File: config.mk
export PLATFORM = sky130hd
export DESIGN_NAME = ss_scan_ctrl_flat
export DESIGN_NICKNAME = d
export VERILOG_FILES = /design/src/rtl/ss_scan_ctrl_if.sv /design/src/rtl/ss_scan_ctrl.sv /design/src/flat_wrapper.sv
export SDC_FILE = /design/constraint.sdc
export NUM_CORES = 1
export LEC_CHECK = 0
export BUFFER_PORTS_ARGS = -buffer_cell sky130_fd_sc_hd__clkbuf_2
export CORE_MARGIN = 8
export CORE_UTILIZATION = 41
export DETAILED_ROUTE_END_ITERATION = 8
export PLACE_DENSITY_LB_ADDON = 0.15
export RECOVER_POWER = 50
export SYNTH_ARGS = -nofsm -noshare
export SYNTH_HDL_FRONTEND = slang
export SYNTH_SLANG_ARGS = --single-unit
export TNS_END_PERCENT = 1
File: constraint.sdc
create_clock -name clk -period 3.7 [get_ports clk]
set_input_delay 0.74 -clock clk [delete_from_list [all_inputs] [get_ports clk]]
set_output_delay 0.74 -clock clk [all_outputs]
set_load 0.01 [all_outputs]
File: src/rtl/ss_scan_ctrl_if.sv
// rtl/ss_scan_ctrl_if.sv - display data and scan output bundle for ss_scan_ctrl
interface ss_scan_ctrl_if #(
    parameter int NUM_DIGITS = 4
);
    logic                      enable;
    logic                      load;
    logic [4*NUM_DIGITS-1:0]   value;
    logic [NUM_DIGITS-1:0]     dp_mask;
    logic [3:0]                digit_nib;
    logic [NUM_DIGITS-1:0]     an;
    logic                      dp_n;
    logic                      load_ack;
    logic                      frame_start;

    modport master (
        output enable, load, value, dp_mask,
        input  digit_nib, an, dp_n, load_ack, frame_start
    );

    modport slave (
        input  enable, load, value, dp_mask,
        output digit_nib, an, dp_n, load_ack, frame_start
    );
endinterface

File: src/rtl/ss_scan_ctrl.sv
// rtl/ss_scan_ctrl.sv - seven-segment scan controller with blanking gap and frame-synchronous commit
// Optional leading-zero blanking is built when SS_LZB_EN is defined.
module ss_scan_ctrl #(
    parameter int NUM_DIGITS = 4,
    parameter int CLK_DIV    = 50000,
    parameter int BLANK_CYC  = 100
) (
    input  logic          clk,
    input  logic          rst_n,
    ss_scan_ctrl_if.slave bus
);
    localparam int IW = $clog2(NUM_DIGITS);
    localparam int CW = $clog2(CLK_DIV);
    localparam logic [IW-1:0] IDX_LAST   = IW'(NUM_DIGITS - 1);
    localparam logic [CW-1:0] BLANK_LAST = CW'(BLANK_CYC - 1);
    localparam logic [CW-1:0] SLOT_LAST  = CW'(CLK_DIV - 1);

    typedef enum logic [1:0] {IDLE, BLANK, DRIVE} state_e;

    state_e                    state_q, state_d;
    logic [CW-1:0]             cnt_q, cnt_d;
    logic [IW-1:0]             idx_q, idx_d;
    logic                      pend_q, pend_d;
    logic [4*NUM_DIGITS-1:0]   pend_val_q, pend_val_d;
    logic [NUM_DIGITS-1:0]     pend_dp_q, pend_dp_d;
    logic [4*NUM_DIGITS-1:0]   disp_val_q, disp_val_d;
    logic [NUM_DIGITS-1:0]     disp_dp_q, disp_dp_d;
    logic [NUM_DIGITS-1:0]     an_q, an_d;
    logic [3:0]                nib_q, nib_d;
    logic                      dp_n_q, dp_n_d;
    logic                      ack_q, ack_d;
    logic                      fs_q, fs_d;
    logic                      boundary;
    logic                      cur_blank;

`ifdef SS_LZB_EN
    logic [NUM_DIGITS-1:0]     blank_q, blank_d;

    // Scan down from the top digit; any nonzero nibble or lit DP ends the blanked run.
    function automatic logic [NUM_DIGITS-1:0] lzb_mask(input logic [4*NUM_DIGITS-1:0] v,
                                                       input logic [NUM_DIGITS-1:0]   dp);
        logic run;
        run      = 1'b1;
        lzb_mask = '0;
        for (int k = NUM_DIGITS - 1; k > 0; k--) begin
            run         = run & (v[4*k +: 4] == 4'd0) & ~dp[k];
            lzb_mask[k] = run;
        end
    endfunction
`endif

    always_comb begin
        state_d    = state_q;
        cnt_d      = cnt_q;
        idx_d      = idx_q;
        pend_d     = pend_q;
        pend_val_d = pend_val_q;
        pend_dp_d  = pend_dp_q;
        disp_val_d = disp_val_q;
        disp_dp_d  = disp_dp_q;
        boundary   = 1'b0;
        cur_blank  = 1'b0;
`ifdef SS_LZB_EN
        blank_d    = blank_q;
`endif

        if (bus.load) begin
            pend_val_d = bus.value;
            pend_dp_d  = bus.dp_mask;
            pend_d     = 1'b1;
        end

        if (!bus.enable) begin
            state_d = IDLE;
            cnt_d   = '0;
            idx_d   = '0;
        end else begin
            case (state_q)
                IDLE: begin
                    state_d  = BLANK;
                    cnt_d    = '0;
                    idx_d    = '0;
                    boundary = 1'b1;
                end
                BLANK: begin
                    cnt_d = cnt_q + 1'b1;
                    if (cnt_q == BLANK_LAST) state_d = DRIVE;
                end
                DRIVE: begin
                    if (cnt_q == SLOT_LAST) begin
                        cnt_d   = '0;
                        state_d = BLANK;
                        if (idx_q == IDX_LAST) begin
                            idx_d    = '0;
                            boundary = 1'b1;
                        end else begin
                            idx_d = idx_q + 1'b1;
                        end
                    end else begin
                        cnt_d = cnt_q + 1'b1;
                    end
                end
                default: state_d = IDLE;
            endcase
        end

        // pend_*_d already holds a same-cycle load, which gives the bypass commit for free.
        ack_d = boundary & pend_d;
        if (ack_d) begin
            disp_val_d = pend_val_d;
            disp_dp_d  = pend_dp_d;
            pend_d     = 1'b0;
`ifdef SS_LZB_EN
            blank_d    = lzb_mask(pend_val_d, pend_dp_d);
`endif
        end

`ifdef SS_LZB_EN
        cur_blank = blank_d[idx_d];
`endif

        fs_d   = boundary;
        an_d   = '1;
        dp_n_d = 1'b1;
        nib_d  = 4'd0;
        if (state_d != IDLE) begin
            nib_d  = disp_val_d[{idx_d, 2'b00} +: 4];
            dp_n_d = ~disp_dp_d[idx_d] | cur_blank;
            if (state_d == DRIVE && !cur_blank) an_d = ~(NUM_DIGITS'(1) << idx_d);
        end
    end

    always_ff @(posedge clk or negedge rst_n) begin
        if (!rst_n) begin
            state_q    <= IDLE;
            cnt_q      <= '0;
            idx_q      <= '0;
            pend_q     <= 1'b0;
            pend_val_q <= '0;
            pend_dp_q  <= '0;
            disp_val_q <= '0;
            disp_dp_q  <= '0;
            an_q       <= '1;
            nib_q      <= 4'd0;
            dp_n_q     <= 1'b1;
            ack_q      <= 1'b0;
            fs_q       <= 1'b0;
`ifdef SS_LZB_EN
            blank_q    <= '0;
`endif
        end else begin
            state_q    <= state_d;
            cnt_q      <= cnt_d;
            idx_q      <= idx_d;
            pend_q     <= pend_d;
            pend_val_q <= pend_val_d;
            pend_dp_q  <= pend_dp_d;
            disp_val_q <= disp_val_d;
            disp_dp_q  <= disp_dp_d;
            an_q       <= an_d;
            nib_q      <= nib_d;
            dp_n_q     <= dp_n_d;
            ack_q      <= ack_d;
            fs_q       <= fs_d;
`ifdef SS_LZB_EN
            blank_q    <= blank_d;
`endif
        end
    end

    assign bus.an          = an_q;
    assign bus.digit_nib   = nib_q;
    assign bus.dp_n        = dp_n_q;
    assign bus.load_ack    = ack_q;
    assign bus.frame_start = fs_q;
endmodule
File: src/flat_wrapper.sv
// flat-port wrapper written by rule: the top's interface ports become plain ports
module ss_scan_ctrl_flat 
#(
    parameter int NUM_DIGITS = 4,
    parameter int CLK_DIV    = 50000,
    parameter int BLANK_CYC  = 100
)
  (clk, rst_n, bus_enable, bus_load, bus_value, bus_dp_mask, bus_digit_nib, bus_an, bus_dp_n, bus_load_ack, bus_frame_start);
  ss_scan_ctrl_if #(.NUM_DIGITS(NUM_DIGITS)) bus_i ();
  input  logic clk;
  input  logic rst_n;
  input wire logic [$bits(bus_i.enable)-1:0] bus_enable;
  input wire logic [$bits(bus_i.load)-1:0] bus_load;
  input wire logic [$bits(bus_i.value)-1:0] bus_value;
  input wire logic [$bits(bus_i.dp_mask)-1:0] bus_dp_mask;
  output wire logic [$bits(bus_i.digit_nib)-1:0] bus_digit_nib;
  output wire logic [$bits(bus_i.an)-1:0] bus_an;
  output wire logic [$bits(bus_i.dp_n)-1:0] bus_dp_n;
  output wire logic [$bits(bus_i.load_ack)-1:0] bus_load_ack;
  output wire logic [$bits(bus_i.frame_start)-1:0] bus_frame_start;
  assign bus_i.enable = bus_enable;
  assign bus_i.load = bus_load;
  assign bus_i.value = bus_value;
  assign bus_i.dp_mask = bus_dp_mask;
  assign bus_digit_nib = bus_i.digit_nib;
  assign bus_an = bus_i.an;
  assign bus_dp_n = bus_i.dp_n;
  assign bus_load_ack = bus_i.load_ack;
  assign bus_frame_start = bus_i.frame_start;
  ss_scan_ctrl #(.NUM_DIGITS(NUM_DIGITS), .CLK_DIV(CLK_DIV), .BLANK_CYC(BLANK_CYC)) u_core (.clk(clk), .rst_n(rst_n), .bus(bus_i));
endmodule
==> impl_metrics.env <==
export IMPL_worstSkewPairLatency_ns=0.35
export IMPL_power_frac_comb=0.124
export IMPL_pin_count=35
export IMPL_coreArea_um2=8050
export IMPL_ys_seq_area_frac=0.541
export IMPL_grt_max_degree=26
export IMPL_ir_drop_uv=265
export IMPL_syn_to_final_growth_pct=12.8
export IMPL_hold_ws_ns=0.493
export IMPL_start_kind="flip-flop"
export IMPL_path_class="reg -> reg"
export IMPL_portBuffers=34
export IMPL_synth_top_area_share=0.501
export IMPL_period_minus_slack_ns=2.82
export IMPL_grt_usage=0.129
export IMPL_row_count=33
export IMPL_post_cts_buffers=0
export IMPL_cts_sinks=72
export IMPL_max_cap_violations=0
export IMPL_drc=0
export IMPL_r2r_slack_ns=0.88
export IMPL_die_area_um2=11300
export IMPL_powerDensity_nw_per_um2=446
export IMPL_slew_viol_final=0
export IMPL_finalSetupTns_ns=0
export IMPL_syn_inst=274
export IMPL_die_w_um=106
export IMPL_grt_ovfl_total=0
export IMPL_r2r_start="u_core.state_q[0]"
export IMPL_wl_um=6670
export IMPL_drtIter0Drc=74
export IMPL_htreeDepth=3
export IMPL_cts_root_buffer="clkbuf_8"
export IMPL_fmax_mhz=355
export IMPL_synth_edf_count=0
export IMPL_switching_share=0.270
export IMPL_p_seq_frac=0.533
export IMPL_worstPathArrival_ns=3.01
export IMPL_power_switching_w=0.000453
export IMPL_clockBufferDepth=2
export IMPL_leakage_nw=1.62
export IMPL_fillers=767
export IMPL_ant_nets=0
export IMPL_power_share_clock=0.343
export IMPL_hold_viol_final=0
export IMPL_hold_buffers=0
export IMPL_internal_power_w=0.00123
export IMPL_yosys_area_top_type="dfrtp_1"
export IMPL_fin_nets=344
export IMPL_mappedNetlistArea_um2=3340
export IMPL_clkTransAtPathRegs_ns=0.08
export IMPL_cts_tree="done"
export IMPL_ys_ff_latch=72
export IMPL_gp_congestion=0.824
export IMPL_finalCritPeriodShare=0.762
export IMPL_initial_core_util=0.415
export IMPL_grt_pass1_wl_um=11500
export IMPL_rsz0062_at_grt="false"
export IMPL_slew_headroom=0.0971
export IMPL_die_y_um=106
export IMPL_via_per_inst=5.20
export IMPL_syn_area_per_cell_um2=12.2
export IMPL_worstSetupStartpoint="u_core.state_q[0]"
export IMPL_yosysWarnings=0
export IMPL_crit_path_end_kind="flip-flop"
export IMPL_clock_skew_ns=0.0142
export IMPL_cp_max_fo=21
export IMPL_first_pass_iters=4
export IMPL_vias=2204
export IMPL_hpwl_um=4830
export IMPL_critical_path_required_ns=3.89
export IMPL_cts_buffers=9
export IMPL_hp_class="reg -> reg"
export IMPL_ys_flop_type="dfrtp_1"
export IMPL_synth_area_leaders="dfrtp_1 50%, mux2_2 11%, dfstp_2 3.9%"
export IMPL_routedWlPerCell_um=15.7
export IMPL_status="completed"
export IMPL_synth_nets=304
export IMPL_cts_resized=0
export IMPL_tightest_slew_ns=1.35
export IMPL_final_layout_size_suffix_gt1_frac=0.298
export IMPL_grt_pass1_vias=2270
export IMPL_antenna_found_initial=0
export IMPL_ys_types=58
export IMPL_hold_start="u_core.pend_val_q[1]"
export IMPL_setup_viol=0
export IMPL_antenna_cells=0
export IMPL_async_flop_share=1.00
-- state kept, by name (all words and copies together) (netlist names) --
signal and cells:
u_core.bus.an 4, u_core.idx_q 2, u_core.bus.dp_n 1, u_core.disp_dp_q 4
u_core.disp_val_q 16, u_core.state_q 2, u_core.cnt_q 16, u_core.pend_val_q 16
u_core.bus.load_ack 1, u_core.bus.frame_start 1, u_core.pend_q 1, u_core.pend_dp_q 4
u_core.bus.digit_nib 4
-- path summary, 6_finish.rpt --
path / end / depth (start not counted)
worst max-delay path: u_core.bus.digit_nib[0] / 8
worst min-delay path: u_core.pend_val_q[1] / 1
worst max register to register: u_core.bus.digit_nib[0] / 8
worst min register to register: u_core.pend_val_q[1] / 1
max in group asynchronous: u_core.pend_val_q[14] / 2
min in group asynchronous: u_core.pend_dp_q[0] / 1
-- cells by family after synthesis --
logic type,synth area share
flip-flops,0.541
AND/OR/NAND/NOR,0.150
multiplexers,0.134
adder cells (fa/ha/maj),0.0225
buffers and inverters,0.0303
AO/OA/AOI/OAI,0.103
XOR/XNOR,0.0183
-- metrics by stage --
| stage | cells | utilization | power, W | instance area [um2] | worst slack, ns |
|---|---|---|---|---|---|
| floorplan | 274 | - | 0.00106 | 3340 | 1.44 |
| finish | 424 | 0.468 | 0.00168 | 3770 | 0.880 |
| CTS | 424 | 0.470 | 0.00172 | 3780 | 0.855 |
| detailed placement | 408 | 0.447 | 0.00113 | 3600 | 0.866 |
| global route | 424 | 0.468 | 0.00177 | 3770 | 0.651 |
| global placement | 408 | 0.447 | 0.00112 | 3600 | 0.960 |
-- layout make-up --
class                           count  area [um2]  share of cell area
Clock inverter                      7        60.1              0.0159
Tap cell                          105         131              0.0348
Multi-Input combinational cell    185        1430               0.380
Inverter                            9        33.8             0.00896
Clock buffer                        9         124              0.0329
Timing Repair Buffer               37         179              0.0475
Sequential cell                    72        1810               0.480
-- layout by cell type (no fill, tap or decap), types with 8 or more instances in the layout --
cell,synthesis,layout
dfrtp_1,67,67
clkbuf_2,0,32
mux2_2,34,29
nand2_1,19,19
nor2_1,19,19
o21ai_0,10,10
inv_1,9,9
clkbuf_8,1,9
a21oi_1,8,8
-- power by group through the flow --
stage / clock [W] / combinational, W / sequential, W
2_1_floorplan: 0 / 0.000146 / 0.000910
3_3_place_gp: 0 / 0.000211 / 0.000910
3_5_place_dp: 0 / 0.000216 / 0.000913
4_1_cts: 0.000604 / 0.000217 / 0.000897
5_1_grt: 0.000632 / 0.000234 / 0.000906
6_report: 0.000577 / 0.000209 / 0.000896
-- synthesized netlist by cell type, types with 4 or more instances --
cell	instances
and3_1	4
mux2_2	34
o21a_1	4
inv_1	9
nor2_1	19
nor3_1	6
a21oi_1	8
o21ai_0	10
xnor2_1	4
a22oi_1	5
a2bb2oi_1	4
ha_1	6
mux2i_1	4
nand4_1	4
dfstp_2	5
nand3_1	5
nand2_1	19
dfrtp_1	67
-- layer usage --
layer / track usage / routed length (um) / up-vias
li1: - / - / 1078
met1: 0.160 / 3010 / 1073
met2: 0.208 / 3260 / 42
met3: 0.0442 / 274 / 11
met4: 0.0422 / 126 / 0
met5: 0 / 0 / -
-- worst max-delay path: stages (launching register included) --
cell	delay [ns]
dfrtp_1	0.41
inv_1	0.11
ha_1	0.29
nor4b_4	0.30
nand4_4	0.19
o21ai_4	0.64
mux2_2	0.42
a22oi_1	0.21
a21oi_1	0.09
Power figures use the tool's default switching activity.
